## src/rtl/life_run_controller.sv

```systemverilog
// Front-panel sequencing for the Game of Life engine: button press decode, run/pause/step/
// clear/speed control and single-outstanding command issue. Step auto-repeat under GOL_STEP_REPEAT_EN.
module life_run_controller #(
    parameter int unsigned TICK_BASE = 1000000
`ifdef GOL_STEP_REPEAT_EN
    ,
    parameter int unsigned REPEAT_CYCLES = 4000000
`endif
) (
    input  logic        clk,
    input  logic        rst,
    input  logic        btn_run_n,
    input  logic        btn_step_n,
    input  logic        btn_speed_n,
    input  logic        btn_clear_n,
    input  logic        cmd_done,
    output logic        cmd_start,
    output logic        cmd_op,
    output logic        busy,
    output logic        running,
    output logic [1:0]  speed,
    output logic [15:0] gen_count
);
    // state   | meaning
    // S_IDLE  | no command outstanding, waiting for a pending clear/gen
    // S_ISSUE | cmd_start pulse, cmd_op latched
    // S_BUSY  | waiting for the engine's cmd_done
    typedef enum logic [1:0] {
        S_IDLE  = 2'd0,
        S_ISSUE = 2'd1,
        S_BUSY  = 2'd2
    } state_t;

    localparam logic [31:0] TICK_BASE_W = 32'(TICK_BASE);

    state_t      state_q, state_d;
    logic [3:0]  prev_q, prev_d;
    logic        op_q, op_d;
    logic        pend_gen_q, pend_gen_d;
    logic        pend_clr_q, pend_clr_d;
    logic        running_q, running_d;
    logic [1:0]  speed_q, speed_d;
    logic [31:0] tick_q, tick_d;
    logic [15:0] gen_count_q, gen_count_d;
    logic [31:0] period;
    logic        run_press, step_press, speed_press, clear_press;

`ifdef GOL_STEP_REPEAT_EN
    localparam logic [31:0] REPEAT_W = 32'(REPEAT_CYCLES);
    logic [31:0] hold_q, hold_d;
`endif

    // prev bits reset to "pressed" so a button held through reset must be released first
    assign prev_d      = {btn_clear_n, btn_speed_n, btn_step_n, btn_run_n};
    assign run_press   = prev_q[0] & ~btn_run_n;
    assign step_press  = prev_q[1] & ~btn_step_n;
    assign speed_press = prev_q[2] & ~btn_speed_n;
    assign clear_press = prev_q[3] & ~btn_clear_n;

    always_ff @(posedge clk or posedge rst) begin
        if (rst) begin
            state_q     <= S_IDLE;
            prev_q      <= 4'b0000;
            op_q        <= 1'b0;
            pend_gen_q  <= 1'b0;
            pend_clr_q  <= 1'b0;
            running_q   <= 1'b0;
            speed_q     <= 2'd0;
            tick_q      <= 32'd0;
            gen_count_q <= 16'd0;
`ifdef GOL_STEP_REPEAT_EN
            hold_q      <= 32'd0;
`endif
        end else begin
            state_q     <= state_d;
            prev_q      <= prev_d;
            op_q        <= op_d;
            pend_gen_q  <= pend_gen_d;
            pend_clr_q  <= pend_clr_d;
            running_q   <= running_d;
            speed_q     <= speed_d;
            tick_q      <= tick_d;
            gen_count_q <= gen_count_d;
`ifdef GOL_STEP_REPEAT_EN
            hold_q      <= hold_d;
`endif
        end
    end

    always_comb begin
        state_d     = state_q;
        op_d        = op_q;
        pend_gen_d  = pend_gen_q;
        pend_clr_d  = pend_clr_q;
        running_d   = running_q;
        speed_d     = speed_q;
        tick_d      = tick_q;
        gen_count_d = gen_count_q;
        period      = TICK_BASE_W << (2'd3 - speed_q);

        unique case (state_q)
            S_IDLE: begin
                if (pend_clr_q || pend_gen_q) begin
                    state_d = S_ISSUE;
                    op_d    = pend_clr_q;
                    if (pend_clr_q) pend_clr_d = 1'b0;
                    else            pend_gen_d = 1'b0;
                end
            end
            S_ISSUE: state_d = S_BUSY;
            S_BUSY: begin
                if (cmd_done) begin
                    state_d     = S_IDLE;
                    gen_count_d = op_q ? 16'd0 : gen_count_q + 16'd1;
                end
            end
            default: state_d = S_IDLE;
        endcase

        if (running_q) begin
            if (tick_q == period - 32'd1) begin
                tick_d     = 32'd0;
                pend_gen_d = 1'b1;
            end else begin
                tick_d = tick_q + 32'd1;
            end
        end

        // event order within a cycle: clear, run, speed, step
        if (clear_press) begin
            pend_clr_d = 1'b1;
            running_d  = 1'b0;
            pend_gen_d = 1'b0;
            tick_d     = 32'd0;
        end else if (run_press) begin
            running_d = ~running_q;
            if (running_q) begin
                tick_d     = 32'd0;
                pend_gen_d = 1'b0;
            end
        end
        if (speed_press) begin
            speed_d = speed_q + 2'd1;
            tick_d  = 32'd0;
        end
        if (step_press && !running_d) pend_gen_d = 1'b1;

`ifdef GOL_STEP_REPEAT_EN
        hold_d = hold_q;
        if (btn_step_n || running_q) begin
            hold_d = 32'd0;
        end else if (step_press) begin
            hold_d = 32'd1;
        end else if (hold_q != 32'd0) begin
            if (hold_q == REPEAT_W) begin
                hold_d = 32'd1;
                if (!running_d) pend_gen_d = 1'b1;
            end else begin
                hold_d = hold_q + 32'd1;
            end
        end
`endif
    end

    always_comb begin
        cmd_start = (state_q == S_ISSUE);
        busy      = (state_q != S_IDLE);
        cmd_op    = op_q;
        running   = running_q;
        speed     = speed_q;
        gen_count = gen_count_q;
    end

endmodule

```

## config.mk

```make
export PLATFORM = sky130hd
export DESIGN_NAME = life_run_controller
export DESIGN_NICKNAME = d
export VERILOG_FILES = /design/src/rtl/life_run_controller.sv
export SDC_FILE = /design/constraint.sdc
export NUM_CORES = 1
export LEC_CHECK = 0
export CORE_MARGIN = 2
export CORE_UTILIZATION = 53
export CTS_CLUSTER_DIAMETER = 120
export DETAILED_ROUTE_END_ITERATION = 8
export HOLD_SLACK_MARGIN = 0.15
export PLACE_DENSITY = 0.77
export SETUP_SLACK_MARGIN = 0.5
export SYNTH_ARGS = -nofsm -noshare
export SYNTH_HDL_FRONTEND = slang
export SYNTH_SLANG_ARGS = --single-unit
```

## constraint.sdc

```tcl
create_clock -name clk -period 2.6 [get_ports clk]
set_input_delay 0.52 -clock clk [delete_from_list [all_inputs] [get_ports clk]]
set_output_delay 0.52 -clock clk [all_outputs]
set_load 0.03 [all_outputs]
```

==> summary.md <==
| Metric | Value |
|---|---|
| Status | finished, violations left |
| Failing checks | negative setup slack |
| Die Area | 7237 µm² |
| Critical Path Stages | 9 |
| Worst-path fanout max | 8 |
| Top sig layer | met4 |
| Syn avg cell area | 8.863 µm² |
| Htree depth | 3 |
| Reg-to-reg endpoint | tick_q[23] |
| Avg WL per Cell | 16.17 µm |
| Hpwl dp | 5799 µm |
| Die H | 85.07 µm |
| Initial antenna violation count | 0 |
| Cell variety after synth | 49 |
| Ports | 29 |
| Number of DRC markers in iteration 0 | 252 |
| Slew margin rel. | 72.58% |
| Fin crit period | 2.629 ns |
| Cell taking the most area after synthesis | dfrtp_1 |
| Crit Path Category | flip-flop to flip-flop |
| FF+latch area | 1505 µm² |
| Final Max Tran Viols | 0 |
| Crit path cell chain | inv_4, ha_2, nand3b_1, or4_4, a2111oi_4, a31oi_2, buf_6, and2_4, a221o_1 |
| Placer Congestion | 0.9084 |
| Final Worst Setup Slack | -0.02889 ns |
| Routed via count | 3328 |
| Worst hold stages | 1 |
| Synth top area share | 43.10% |
| Post-synth ARST share | 100.0% |
| M1 WL | 3873 µm |
| Most common cell in the netlist | dfrtp_1 |
| Routed wire length | 8781 µm |
| WP data required | 2.82 ns |
| Ys Warns | 0 |
| FILL cells | 443 |
| Initial core utilization | 54.86% |
| #FFs+latches synth | 60 |
| Hold WC Path Type | flip-flop to flip-flop |
| Die X | 85.07 µm |
| Clock Skews | 0.01054 ns |
| Final setup viols | 18 |
| Final Core Density | 71.68% |
| Pleak | 1.907 nW |
| Fmax | 380.4 MHz |
| Most used flip-flop cell after synthesis | dfrtp_1 |
| Cell family with most CP delay | compound AO/OA/AOI/OAI gates |
| CTS tree | done |
| Total CTS buffers | 9 |
| Syn nets | 409 |
| Int Power | 0.001928 W |
| Combinational Power Share | 37.9% |
| Hold Fails Final Rpt | 0 |
| Critical Path AT | 2.85 ns |
| Power density cells | 677.5 nW/µm² |
| CP max stage delay | 0.52 ns |
| Worst reg2reg setup slack | -0.03 ns |
| Setup TNS Final | -0.2383 ns |
| Unrepaired setup endpoints after global routing | true |
| Synthesized instance count | 393 |
| Clock sinks | 60 |
| Reg-to-Reg Start | speed[1] |
| Max Root-Sink Buffers | 2 |
| Cell Area, Synth | 3483 µm² |
| First-pass GRT wire length | 15080 µm |
| Area of the multi-input gates | 2024 µm² |
| Switch share | 37.49% |
| Reg2reg path depth | 9 |
| Via density | 6.129 |
| Std-Cell Rows | 29 |
| Met2 Wirelength | 4130 µm |
| P_sw | 0.001156 W |
| Setup slack at placement | -0.04509 ns |
| MaxCap Viol Count | 0 |
| CTS Root Cell | clkbuf_8 |
| Post-synthesis sequential area ratio | 43.10% |
| Diodes inserted | 0 |
| Core footprint | 6350 µm² |
| P&R area growth vs syn | 30.68% |
| Clock slew at reported path FFs | 0.08 ns |
| Critical Path End Type | flip-flop |
| Total GRT Usage | 25.93% |
| Nets | 477 |
| Clk pwr share | 24.9% |
| Clk Latency, worst-skew pair | 0.35 ns |
| Number of global-route vias before repair | 3178 |
| Sequential share of power | 37.2% |
| Residual DRC count | 0 |
| Grt total ovfl | 0 |
| Worst IR drop on VDD | 0.0006059 V |
| WHS Endpoint | pend_clr_q |
| Worst slew pin tran | 0.4009 ns |
| Cts hold-fix bufs | 0 |
| Cell area after placement | 4069 µm² |
| Area contributors post-synth | dfrtp_1 43%, nand2_1 5.8%, nand3_1 5.6% |
| Tcrit/Tclk final | 101.1% |
| Critical path buffer and inverter count | 2 |
| Number of synthesized flops with an enable pin | 0 |
| Crit path launch type | flip-flop |
| Fin area | 4552 µm² |
| DR pass1 iterations | 5 |
| Number of buffers added on ports | 28 |
| Routed Antenna Nets | 0 |
| Largest net degree at the start of global routing | 61 |
| WL met3 | 567 µm |
| Layout cells sized above 1 | 20.39% |
| Post-synth top cells | 60 x dfrtp_1, 54 x nand2_1, 39 x nand3_1, 32 x nor2_1 |
| Hold path start | pend_clr_q |
| Slowest library cell on the worst path | or4_4 |
==> sequential cells by signal, indices dropped and copies added (netlist names) <==
name,flops
pend_gen_q,1
prev_q,4
speed,2
state_q,2
running,1
pend_clr_q,1
cmd_op,1
tick_q,32
gen_count,16
==> cell families after synthesis <==
| family | Yosys count | synth area share, % |
|---|---|---|
| and+or+nand+nor | 208 | 30.96 |
| xor gates and xnor gates | 14 | 3.520 |
| AOI/OAI and AO/OA | 80 | 16.49 |
| DFF | 60 | 43.10 |
| buffers and inverters | 22 | 2.694 |
| adders and majority gates | 9 | 3.233 |
==> worst max path at each step <==
stage	from	end
2_1_floorplan	speed[1]	tick_q[23]
3_3_place_gp	speed[0]	tick_q[23]
3_5_place_dp	speed[1]	tick_q[24]
4_1_cts	speed[0]	tick_q[23]
5_1_grt	speed[0]	tick_q[22]
6_report	speed[1]	tick_q[23]
==> power groups by stage <==
stage | sequential [W] | combinational [W] | clock, W
floorplan | 0.00124 | 0.000569 | 0
global placement | 0.00115 | 0.00102 | 0
detailed placement | 0.00116 | 0.00104 | 0
CTS | 0.00114 | 0.00113 | 0.000778
global route | 0.00116 | 0.00127 | 0.000815
finish | 0.00115 | 0.00117 | 0.000769
==> layout by cell type (no fill, tap or decap), drive strengths merged, types with 4 or more instances in the layout <==
cell type | netlist | routed
or2 | 6 | 6
a21o | 6 | 6
dlygate4sd2 | 0 | 4
clkbuf | 8 | 11
clkdlybuf4s50 | 0 | 24
buf | 4 | 39
dfrtp | 60 | 60
nand2 | 54 | 54
nor2b | 5 | 5
inv | 9 | 10
nor2 | 32 | 32
and3 | 9 | 9
nand4 | 9 | 9
a21oi | 13 | 13
nor4 | 6 | 6
o311ai | 8 | 8
nor3 | 9 | 9
o21ai | 17 | 17
xnor2 | 6 | 6
or3 | 17 | 17
o211ai | 16 | 16
nand3 | 39 | 39
xor2 | 8 | 8
ha | 9 | 9
==> what timing repair did <==
item / in CTS / in global routing
setup endpoints to repair: 36 / 36
setup buffers: 7 / 5
pin swaps: 9 / 1
gates cloned: 3 / 0
resized for setup: 27 / 4
==> per-stage QoR <==
step	total power [W]	hold slack, ns	instances
after floorplan	0.001807	0.4824	393
after global placement	0.002170	0.5066	512
after detailed placement	0.002198	0.5107	512
after CTS	0.003056	0.5318	538
after global routing	0.003251	0.5669	543
final	0.003084	0.5293	543
==> layer usage <==
layer | vias up | global-route usage (%)
met1 | 1599 | 36.62
met3 | 18 | 4.572
met5 | - | 0
met4 | 0 | 12.41
li1 | 1583 | -
met2 | 128 | 38.71
==> final cells by class <==
class / count / area share (%)
Sequential cell: 60 / 33.07
Inverter: 10 / 0.9346
Multi-Input combinational cell: 311 / 44.47
Clock buffer: 11 / 3.106
Tap cell: 77 / 2.117
Clock inverter: 5 / 0.7971
Timing Repair Buffer: 69 / 15.50
No activity file was read; power rests on OpenSTA's default activity.
